$ cat config.mk
export PLATFORM = sky130hd
export DESIGN_NAME = fir_tap_sequencer_flat
export DESIGN_NICKNAME = d
export VERILOG_FILES = /design/src/rtl/fir_pkg.sv /design/src/rtl/fir_tap_sequencer_if.sv /design/src/rtl/fir_mac_unit.sv /design/src/rtl/fir_tap_sequencer.sv /design/src/flat_wrapper.sv
export SDC_FILE = /design/constraint.sdc
export NUM_CORES = 1
export LEC_CHECK = 0
export BUFFER_PORTS_ARGS = -buffer_cell sky130_fd_sc_hd__buf_4
export CELL_PAD_IN_SITES_DETAIL_PLACEMENT = 1
export CELL_PAD_IN_SITES_GLOBAL_PLACEMENT = 1
export CORE_MARGIN = 10
export CORE_UTILIZATION = 48
export DETAILED_ROUTE_END_ITERATION = 8
export PLACE_DENSITY_LB_ADDON = 0.1
export SLEW_MARGIN = 10
export SYNTH_ARGS = -nofsm -noshare
export SYNTH_HDL_FRONTEND = slang
export SYNTH_HIERARCHICAL = 1
export SYNTH_SLANG_ARGS = --single-unit
$ cat constraint.sdc
create_clock -name clk -period 15.48 [get_ports clk]
set_input_delay 0 -clock clk [delete_from_list [all_inputs] [get_ports clk]]
set_output_delay 0 -clock clk [all_outputs]
set_load 0.03 [all_outputs]
$ cat src/rtl/fir_pkg.sv
// Shared types and default sizes for the time-multiplexed 3-tap FIR sequencer.
package fir_pkg;

  localparam int DW        = 8;
  localparam int TAPS      = 3;
  localparam int OW        = 16;
  localparam int TAP_IDX_W = $clog2(TAPS);

  typedef enum logic [1:0] {
    IDLE = 2'd0,
    MAC  = 2'd1,
    OUT  = 2'd2
  } state_t;

endpackage

$ cat src/rtl/fir_tap_sequencer_if.sv
// Sample-in / result-out valid-ready streams of the FIR sequencer.
interface fir_tap_sequencer_if #(
  parameter int DW = 8,
  parameter int OW = 16
);

  logic          in_valid;
  logic          in_ready;
  logic [DW-1:0] in_data;
  logic          out_valid;
  logic          out_ready;
  logic [OW-1:0] out_data;

  // Environment side: drives samples, accepts results.
  modport master (
    output in_valid, in_data, out_ready,
    input  in_ready, out_valid, out_data
  );

  // Sequencer side.
  modport slave (
    input  in_valid, in_data, out_ready,
    output in_ready, out_valid, out_data
  );

endinterface

$ cat src/rtl/fir_mac_unit.sv
// The single shared multiply-accumulate: acc_out = acc_in + a*b, truncated to OW bits.
// Kept on its own so the multiplier implementation can be swapped without touching the sequencer.
module fir_mac_unit #(
  parameter int DW = 8,
  parameter int OW = 16
) (
  input  logic [OW-1:0] acc_in,
  input  logic [DW-1:0] a,
  input  logic [DW-1:0] b,
  output logic [OW-1:0] acc_out
);

  logic [2*DW-1:0] prod;

  // Unsigned product, then accumulate with natural wrap modulo 2^OW.
  always_comb begin
    prod    = a * b;
    acc_out = acc_in + OW'(prod);
  end

endmodule

$ cat src/rtl/fir_tap_sequencer.sv
// Time-multiplexed 3-tap FIR controller: coefficient bank, delay line, and one
// shared MAC stepped across the taps, one tap per cycle.
//
//   state | meaning
//   IDLE  | waiting for a sample; coefficient writes accepted here only
//   MAC   | accumulating x[tap]*h[tap], one tap per cycle
//   OUT   | result presented, held until the sink takes it
module fir_tap_sequencer
  import fir_pkg::*;
#(
  parameter int DW   = fir_pkg::DW,
  parameter int TAPS = fir_pkg::TAPS,
  parameter int OW   = fir_pkg::OW
) (
  input  logic                     clk,
  input  logic                     rst_n,
  fir_tap_sequencer_if.slave       bus,
  input  logic                     cfg_we,
  input  logic [$clog2(TAPS)-1:0]  cfg_addr,
  input  logic [DW-1:0]            cfg_data,
  output logic                     cfg_err,
  output logic                     busy
);

  localparam int IW = $clog2(TAPS);
  localparam logic [IW-1:0] LAST_TAP = IW'(TAPS - 1);

  state_t          state, state_nxt;
  logic [IW-1:0]   tap;
  logic [DW-1:0]   h [TAPS];
  logic [DW-1:0]   x [TAPS];
  logic [OW-1:0]   acc;
  logic [OW-1:0]   mac_out;
  logic [OW-1:0]   out_data_r;
  logic            in_ready_int;
  logic            accept;

  // Ready is forced low while reset is held, even though the state already reads IDLE.
  assign in_ready_int  = (state == IDLE) && rst_n;
  assign accept        = bus.in_valid && in_ready_int;
  assign bus.in_ready  = in_ready_int;
  assign bus.out_valid = (state == OUT);
  assign bus.out_data  = out_data_r;
  assign busy          = (state != IDLE);

  fir_mac_unit #(.DW(DW), .OW(OW)) u_mac (
    .acc_in  (acc),
    .a       (x[tap]),
    .b       (h[tap]),
    .acc_out (mac_out)
  );

  // State register.
  always_ff @(posedge clk or negedge rst_n) begin
    if (!rst_n) state <= IDLE;
    else        state <= state_nxt;
  end

  // Next-state: accept a sample, walk the taps, wait for the sink.
  always_comb begin
    state_nxt = state;
    case (state)
      IDLE:    if (accept) state_nxt = MAC;
      MAC:     if (tap == LAST_TAP) state_nxt = OUT;
      OUT:     if (bus.out_ready) state_nxt = IDLE;
      default: state_nxt = IDLE;
    endcase
  end

  // Datapath: delay line, accumulator, tap counter, result register, coefficient bank.
  always_ff @(posedge clk or negedge rst_n) begin
    if (!rst_n) begin
      for (int i = 0; i < TAPS; i++) begin
        h[i] <= '0;
        x[i] <= '0;
      end
      acc        <= '0;
      tap        <= '0;
      out_data_r <= '0;
      cfg_err    <= 1'b0;
    end else begin
      if (accept) begin
        x[0] <= bus.in_data;
        for (int i = 1; i < TAPS; i++) x[i] <= x[i-1];
        acc <= '0;
        tap <= '0;
      end
      if (state == MAC) begin
        acc <= mac_out;
        tap <= tap + IW'(1);
        // Result lives in its own register so it survives the acc clear on the next accept.
        if (tap == LAST_TAP) out_data_r <= mac_out;
      end
      // Writes in IDLE land on the same edge as a sample accept, so that sample sees them.
      if (cfg_we) begin
        if ((state == IDLE) && (cfg_addr <= LAST_TAP)) h[cfg_addr] <= cfg_data;
        else                                            cfg_err <= 1'b1;
      end
    end
  end

endmodule

$ cat src/flat_wrapper.sv
// flat-port wrapper written by rule: the top's interface ports become plain ports
module fir_tap_sequencer_flat import fir_pkg::*;
#(
  parameter int DW   = fir_pkg::DW,
  parameter int TAPS = fir_pkg::TAPS,
  parameter int OW   = fir_pkg::OW
)
  (clk, rst_n, cfg_we, cfg_addr, cfg_data, cfg_err, busy, bus_in_valid, bus_in_data, bus_out_ready, bus_in_ready, bus_out_valid, bus_out_data);
  fir_tap_sequencer_if #(.DW(DW), .OW(OW)) bus_i ();
  input  logic clk;
  input  logic rst_n;
  input  logic cfg_we;
  input  logic [$clog2(TAPS)-1:0] cfg_addr;
  input  logic [DW-1:0] cfg_data;
  output logic cfg_err;
  output logic busy;
  input wire logic [$bits(bus_i.in_valid)-1:0] bus_in_valid;
  input wire logic [$bits(bus_i.in_data)-1:0] bus_in_data;
  input wire logic [$bits(bus_i.out_ready)-1:0] bus_out_ready;
  output wire logic [$bits(bus_i.in_ready)-1:0] bus_in_ready;
  output wire logic [$bits(bus_i.out_valid)-1:0] bus_out_valid;
  output wire logic [$bits(bus_i.out_data)-1:0] bus_out_data;
  assign bus_i.in_valid = bus_in_valid;
  assign bus_i.in_data = bus_in_data;
  assign bus_i.out_ready = bus_out_ready;
  assign bus_in_ready = bus_i.in_ready;
  assign bus_out_valid = bus_i.out_valid;
  assign bus_out_data = bus_i.out_data;
  fir_tap_sequencer #(.DW(DW), .TAPS(TAPS), .OW(OW)) u_core (.clk(clk), .rst_n(rst_n), .bus(bus_i), .cfg_we(cfg_we), .cfg_addr(cfg_addr), .cfg_data(cfg_data), .cfg_err(cfg_err), .busy(busy));
endmodule
* Word level (Yosys, flattened, before mapping)
Cells that the tools add are included.
** Operators by class
- Muxes and demuxes :: 17
- Equal/unequal tests :: 6
- Bitwise logic cells :: 3
- Reductions and logical operators :: 11
- Multiply operators :: 1
- Order comparisons :: 4
- Add/subtract/negate cells :: 2
** Operator list (count)
- $mux W8 :: 5
- $bmux W8 S2 :: 2
- $mux W16 :: 2
- $bwmux W24 :: 1
- $add A16 B16 Y16 :: 1
- $demux W8 S2 :: 1
- $mul A8 B8 Y16 :: 1
- $mux W2 :: 5
- $ge A3 B3 Y1 const B :: 2
- $not A2 Y3 :: 2
- $pmux W2 S3 :: 1
- $reduce_and A2 Y1 :: 3
- $eq A2 B2 Y1 const B :: 2
- $logic_and A1 B1 Y1 :: 4
- $ne A2 B1 Y1 const B :: 2
- $reduce_bool A2 Y1 :: 2
- $lt A3 B1 Y1 const B :: 1
- $reduce_and A3 Y1 :: 1
- $add A2 B1 Y2 const B :: 1
- $eq A2 B1 Y1 const B :: 1
- $le A2 B2 Y1 const B :: 1
- $logic_not A2 Y1 :: 1
- $ne A2 B2 Y1 const B :: 1
- $not A1 Y1 :: 1
** Storage, ports and cells
- Output and inout port bits :: 20
- Register bits after elaboration :: 85

* Depth between registers and ports, before layout
Gate-level depths: netlist of run 1.
- Depth in word-level cells :: 7
- Depth in mapped cells :: 25

* By module
The synthesis of run 1 kept the hierarchy.
** Modules (own cells, without submodules)
- fir_tap_sequencer :: area each 3632.2 um^2, cells an instance 286, times used 1, seq. area each 2127.0 um^2
- fir_mac_unit :: area each 2612.5 um^2, cells an instance 320, times used 1, seq. area each 0.0 um^2

* Worst setup path after synthesis of run 1
No wires, ideal clock.
- Kind :: register -> register
- From :: register u_core.tap[1]
- To :: register u_core.out_data_r[14], in the netlist u_core/bus.out_data[14]
- Period minus slack after synthesis :: 5.244 ns
- Arrival :: 5.120 ns
- Cell stages (with the launch flop) :: 21
- Setup time :: 0.125 ns
- Path slack :: 10.236 ns
- Cell sequence :: dfrtp_1 -> buf_2 -> buf_2 -> mux2i_1 -> o21ai_0 -> nand2_1 -> fa_1 -> inv_1 -> fa_1 -> inv_1 -> fa_1 -> inv_1 -> fa_1 -> ha_1 -> buf_2 -> a21oi_1 -> o21ai_1 -> or3_1 -> o21bai_2 -> xnor2_1 -> mux2_2
** On the way
- Word-level cells in the longest chain between the ends :: 6
- Elaborated cells between the ends (all ways) :: 11
- Classes of those cells :: add/sub: 1; mul: 1; eq/ne: 1; mux: 6; bitwise: 1; reduce/logical: 1
** Ends and longest elaborated chain
- from (decl) :: RTL line fir_tap_sequencer.sv:29 : logic [IW-1:0] tap;
- from (signal assigned) :: RTL line fir_tap_sequencer.sv:90 : tap <= tap + IW'(1);
- $not A2 Y3 (not written as such) (*) :: RTL line fir_tap_sequencer.sv:48, fir_tap_sequencer.sv:49
- $bmux W8 S2, on equally long branches :: RTL line fir_tap_sequencer.sv:48, fir_tap_sequencer.sv:49
- $mux W8, on equally long branches (2 in a row) :: RTL line fir_tap_sequencer.sv:48, fir_tap_sequencer.sv:49
- $mul A8 B8 Y16 (*) :: RTL line fir_mac_unit.sv:17 : prod = a * b;
- $add A16 B16 Y16 (*) :: RTL line fir_mac_unit.sv:18 : acc_out = acc_in + OW'(prod);
- named net u_core.mac_out[14] :: RTL line fir_tap_sequencer.sv:33 : logic [OW-1:0] mac_out;
- to (signal assigned) :: RTL line fir_tap_sequencer.sv:92 : if (tap == LAST_TAP) out_data_r <= mac_out;
- to (decl) :: RTL line fir_tap_sequencer.sv:34 : logic [OW-1:0] out_data_r;
The timed path passes the listed nets; every way through them passes the cells marked *. The select of a mux whose other input is x is not followed.
A chain may end at the register's enable or synchronous reset.

* Final worst setup path of run 1
Same ends and word-level chain as after synthesis.

==> results.py, run 1 <==
metrics = {
    "global_route": {
        "grt_pass1_wl_mm": 25.5,
        "overflow": 0,
        "grt_usage_pct": 17.8,
        "grt_pass1_vias": 4935,
        "grt_max_degree": 47,
        "antenna_found_initial": 0,
    },
    "route": {
        "vias_per_cell": 5.26,
        "drt-total-wl_mm": 15.4,
        "drc": 0,
        "routedWlPerCell_um": 18.4,
        "firstDrtPassIters": 4,
        "drt_iter0_drc": 220,
        "vias": 4416,
        "detail-route-antenna-nets": 0,
    },
    "finish": {
        "area_growth_pct": 15.2,
        "num_antenna_cells": 0,
        "drive_above_1_share_pct": 20.7,
        "design_area_um2": 7190,
        "fin_util_pct": 56.8,
        "nets": 771,
    },
    "synthesis": {
        "synth_area_leaders": "dfrtp_1, fa_1, mux2_2",
        "ys_ff_latch": 85,
        "netlist.area_leader.share_pct": 34.1,
        "synth_area_per_cell_um2": 10.3,
        "synth_common_cells": "inv_1, nand2_1, dfrtp_1, mux2_2, fa_1",
        "synth_ff_type": "dfrtp_1",
        "yosysSeqAreaShare_pct": 34.1,
        "syn-instance-count": 606,
        "synth_cell_type_count": 51,
        "synthMostInstantiatedCell": "inv_1",
        "syn-num-nets": 715,
        "ys_warn_count": 6,
        "syn_area_um2": 6240,
        "synth_edf_count": 0,
        "synthArstFlopShare_pct": 100,
        "yosys.area.top_type": "dfrtp_1",
    },
    "clock_tree": {
        "clock-sinks": 85,
        "post_cts_buffers": 0,
        "cts_made_buffers": 9,
        "clockBufferDepth": 2,
        "clk_pin_slew_ps": 70,
        "cts_max_level": 3,
        "cts_tree": "done",
        "root_buffer": "clkbuf_16",
        "clock_latency_ps": 350,
    },
    "timing": {
        "max_freq_mhz": 159,
        "hold_viol": 0,
        "setup-tns-final_ps": 0,
        "worst-slew-pin-transition_ps": 1120,
        "drv_slew": 0,
        "rsz0062_at_grt": "false",
        "finClkSkew_ps": 9.59,
        "period_needed_ps": 6280,
        "min_period_over_period_pct": 40.6,
        "setup_viol": 0,
        "hold-worst-slack_ps": 207,
        "slew_headroom_pct": 24.4,
    },
    "die": {
        "num_rows": 41,
        "dieWidth_um": 134,
        "die_y_um": 134,
        "ios": 43,
        "die_area_um2": 18000,
        "start_util_pct": 49.3,
        "fp.coreArea_um2": 12700,
    },
    "worst_setup_path": {
        "reg2reg_depth": 18,
        "crit_end": "u_core/bus.out_data[14]",
        "arrival_ps": 6520,
        "cp-end-kind": "register",
        "cp_cell_sequence": "nor2b_2, nand2_1, o21ai_0, nand2_1, fa_1, inv_1, fa_1, inv_1, fa_1, inv_1, fa_1, ha_1, a21oi_1, o21ai_1, or3_1, o21bai_2, xnor2_1, mux2_2",
        "crit_type": "reg2reg",
        "critPathMaxFanout": 19,
        "r2r-end": "u_core/bus.out_data[14]",
        "startpoint": "u_core/tap[1]",
        "cp_common_cell": "fa_1",
        "cpMaxStageDelayCell": "dfrtp_1",
        "r2r-start": "u_core/tap[1]",
        "worst_path_largest_cell_delay_ps": 770,
        "r2r_slack_ps": 9200,
        "crit_required_ps": 15720,
        "cp-start-kind": "register",
    },
    "job": {
        "drv_cap": 0,
    },
    "placement": {
        "place_congestion": 0.824,
        "numPortBuffers": 42,
        "dpl_cell_area_um2": 6680,
        "dpl.hpwl_mm": 11.6,
    },
    "outcome": {
        "status": "finished, final reports clean",
    },
    "hold_path": {
        "hold_class": "in2async",
    },
}
==> area by class of cell <==
| type | count | area, µm² |
|---|---|---|
| fillers | 1415 | 5480 |
| multi-input cells | 400 | 3620 |
| flip-flops and latches | 85 | 2130 |
| repair buffers | 66 | 546 |
| inverters | 100 | 375 |
| clock buffers | 10 | 239 |
| well taps | 172 | 215 |
| clock inverters | 6 | 68.8 |
==> repair_timing <==
| action | in CTS | in global routing |
|---|---|---|
| endpoints found under the hold margin | 73 | 0 |
| hold buffers | 20 | 0 |
| setup endpoints to repair | 0 | 0 |
| resized for setup | 0 | 0 |
==> kinds of logic (layout without fill, tap and decap cells) <==
| family | Yosys count | in the layout | share of synthesized area (%) |
|---|---|---|---|
| buf+inv | 121 | 182 | 7.99 |
| simple gates | 161 | 161 | 13.0 |
| fa+ha+maj | 86 | 86 | 23.2 |
| mux | 80 | 80 | 14.1 |
| flops | 85 | 85 | 34.1 |
| xor+xnor | 9 | 9 | 1.26 |
| compound gates | 64 | 64 | 6.35 |
==> per-layer routing <==
metal | up-vias | GRT usage (%) | part of all wire, %
li1 | 2054 | - | -
met1 | 2285 | 21.5 | 43
met2 | 59 | 31.1 | 52
met3 | 18 | 3.02 | 3.5
met4 | 0 | 6.29 | 1.6
met5 | - | 0 | 0
==> worst min path at each step <==
stage | startpoint | end | slack [ps] | depth (start not counted)
floorplan | rst_n | u_core/acc[0] | -300 | 0
global placement | rst_n | u_core/h[4] | 20 | 1
detailed placement | rst_n | u_core/h[4] | 30 | 1
CTS | rst_n | u_core/h[9] | 200 | 2
global route | rst_n | u_core/h[11] | 260 | 2
finish | rst_n | u_core/h[18] | 210 | 2
==> worst max-delay path: cells and delay by family (launching register included) <==
family          cells  cell delay (ps)
compound gates      4              850
simple gates        4             1420
flops               1              770
mux                 1              280
buf+inv             3              160
xor+xnor            1              140
fa+ha+maj           5             2540
==> sequential cells by signal, summed over array words and instances, names as in the netlist <==
signal,cells
u_core/h,24
u_core/bus.out_data,16
u_core/tap,2
u_core/cfg_err,1
u_core/x,24
u_core/acc,16
u_core/state,2
==> metrics by stage <==
stage                     setup WS (ps)  instances
final                              9200        839
after global routing               8770        839
after CTS                          8840        839
after detailed placement           8860        803
after global placement             8960        803
after floorplan                   10240        606
==> cell usage in the layout, fill, tap and decap left out, types with 2 or more instances in the layout <==
cell type	n
nand3_1	4
dlygate4sd3_1	20
xnor2_1	8
dfrtp_1	85
mux2i_1	16
a21o_1	2
nand2_1	90
nand4b_1	2
clkbuf_16	9
nand4b_2	2
or3_1	2
inv_6	2
ha_1	36
nand2b_1	3
o21ai_0	35
nor2_1	10
fa_1	50
buf_4	46
o21a_1	3
inv_1	100
a21oi_1	10
o21ai_1	2
and2_1	33
mux2_2	64
Power of run 1 is not shown: default switching activity piles up to over one toggle a cycle in this logic, so the estimate is an artifact.
==> run 2: changes to the inputs <==
==> constraint.sdc (replaced) <==
create_clock -name clk -period 5.9 [get_ports clk]
set_input_delay 0 -clock clk [delete_from_list [all_inputs] [get_ports clk]]
set_output_delay 0 -clock clk [all_outputs]
set_load 0.03 [all_outputs]
==> run 2 against run 1 <==
Against the previous run: register-to-register slack worse by 8900 ps; critical endpoint is now u_core/bus.out_data[15]; sequential share of layout area is 0.44 points lower; clock skew is 3.2 ps lower; worst hold slack worse by 58 ps; non-clock buffer count up 9; first-iteration DRC count is 4.5% lower; flip-flop and latch count unchanged; via count is 2.1% higher; highest routed layer unchanged; final cell count up 1.1%; global-route usage up 0.21 points; design area grew 1.5%; clock-buffer cell count stayed put.
==> results.py, run 2 (same netlist as run 1, synthesis figures left out) <==
metrics = {
    "route": {
        "detail-route-antenna-nets": 0,
        "vias_per_cell": 5.31,
        "drt-total-wl_mm": 15.7,
        "drc": 0,
        "vias": 4507,
        "routedWlPerCell_um": 18.5,
        "firstDrtPassIters": 4,
        "drt_iter0_drc": 210,
    },
    "worst_setup_path": {
        "r2r-start": "u_core/tap[1]",
        "cp-start-kind": "register",
        "reg2reg_depth": 21,
        "crit_family": "adder cells",
        "cp_cell_sequence": "buf_4, nor2b_1, buf_4, nand2_1, o21ai_1, nand2_1, fa_1, inv_1, fa_1, fa_1, inv_1, fa_1, inv_1, ha_1, buf_4, nand4_1, inv_1, o2111ai_1, a31o_1, xnor2_1, mux2_2",
        "crit_type": "reg2reg",
        "path_buf_inv": 7,
        "cpMaxStageDelayCell": "fa_1",
        "cp-end-kind": "register",
        "arrival_ps": 5830,
        "crit_required_ps": 6130,
        "r2r-end": "u_core/bus.out_data[15]",
        "critPathMaxFanout": 11,
        "r2r_slack_ps": 290,
        "worst_path_largest_cell_delay_ps": 580,
    },
    "die": {
        "die_area_um2": 18000,
        "ios": 43,
        "num_rows": 41,
        "dieWidth_um": 134,
        "fp.coreArea_um2": 12700,
        "die_y_um": 134,
        "start_util_pct": 49.3,
    },
    "global_route": {
        "grt_pass1_vias": 5140,
        "grt_usage_pct": 18.0,
        "antenna_found_initial": 0,
        "grt_max_degree": 53,
        "overflow": 0,
        "grt_pass1_wl_mm": 25.9,
    },
    "job": {
        "drv_cap": 0,
    },
    "timing": {
        "max_freq_mhz": 178,
        "hold-worst-slack_ps": 150,
        "drv_slew": 0,
        "rsz0062_at_grt": "false",
        "hold_viol": 0,
        "period_needed_ps": 5610,
        "min_period_over_period_pct": 95.0,
        "worst-slew-pin-transition_ps": 1070,
        "setup-tns-final_ps": 0,
        "setup_viol": 0,
        "finClkSkew_ps": 6.37,
        "slew_headroom_pct": 28.7,
    },
    "hold_path": {
        "hold_class": "in2async",
    },
    "clock_tree": {
        "cts_made_buffers": 9,
        "clock_latency_ps": 350,
        "clk_pin_slew_ps": 70,
        "clockBufferDepth": 2,
        "root_buffer": "clkbuf_16",
        "clock-sinks": 85,
        "cts_max_level": 3,
        "cts_tree": "done",
    },
    "finish": {
        "final_cell_mix": "inv_1, nand2_1, dfrtp_1",
        "drive_above_1_share_pct": 22.2,
        "num_antenna_cells": 0,
        "final.fill_count": 1415,
        "final_common_cell": "inv_1",
        "area_growth_pct": 16.9,
        "nets": 780,
        "fin_util_pct": 57.6,
        "largestRegisters": "u_core/h x24, u_core/x x24",
        "design_area_um2": 7300,
    },
    "placement": {
        "dpl_cell_area_um2": 6740,
        "dpl.hpwl_mm": 11.4,
        "place_congestion": 0.846,
        "numPortBuffers": 42,
    },
    "outcome": {
        "status": "finished, final reports clean",
    },
}
run 2: cell count changes in the layout (fill, tap and decap cells not counted), moves of 2 or more:
cell | before | now
inv_6 | 2 | 0
o21ai_0 | 35 | 22
buf_4 | 46 | 54
o21ai_2 | 0 | 5
o21ai_1 | 2 | 10
run 2: metal layers:
metal	track usage, %	vias up	wire [µm]
li1	-	2066	-
met1	22.1	2340	6960
met2	30.3	70	7810
met3	3.02	31	488
met4	7.86	0	399
met5	0	-	0
run 2: worst register-to-register path, delay by kind of cell (launching register included):
kind / cells / cell delay [ps]
xor gates and xnor gates: 1 / 140
muxes: 1 / 290
DFF: 1 / 480
adders and majority gates: 5 / 2340
AOI/OAI and AO/OA: 3 / 780
buffers and inverters: 7 / 890
and+or+nand+nor: 4 / 530
run 2: how the worst max path moves through the flow:
| stage | slack, ps | to | cells past startpoint | from |
|---|---|---|---|---|
| floorplan | 660 | u_core/bus.out_data[14] | 20 | u_core/tap[1] |
| global placement | 160 | u_core/bus.out_data[14] | 18 | u_core/tap[1] |
| detailed placement | 70 | u_core/acc[14] | 19 | u_core/tap[1] |
| CTS | 40 | u_core/bus.out_data[15] | 18 | u_core/tap[1] |
| global route | 2 | u_core/bus.out_data[15] | 21 | u_core/tap[1] |
| finish | 290 | u_core/bus.out_data[15] | 21 | u_core/tap[1] |
run 2: layout make-up:
type / instances / area, µm² / share of cell area, %
multi-input combinational: 400 / 3640 / 49.9
sequential: 85 / 2130 / 29.1
timing repair buffer: 75 / 616 / 8.43
inverter: 100 / 375 / 5.14
clock buffer: 10 / 229 / 3.14
tap: 172 / 215 / 2.95
clock inverter: 6 / 96.3 / 1.32
run 2: timing repair:
item | CTS | global route
resized for setup | 1 | 18
setup endpoints to repair | 2 | 16
hold endpoints to repair | 68 | 0
hold buffers | 21 | 0
buffers inserted | 0 | 0
pin swaps | 0 | 0
run 2: through the flow:
step / setup slack, ps / instances
after detailed placement: 66.1 / 811
after global routing: 1.99 / 848
after floorplan: 656 / 606
after CTS: 37.2 / 848
final: 294 / 848
after global placement: 163 / 811
Power of run 2 is left out for the same reason.
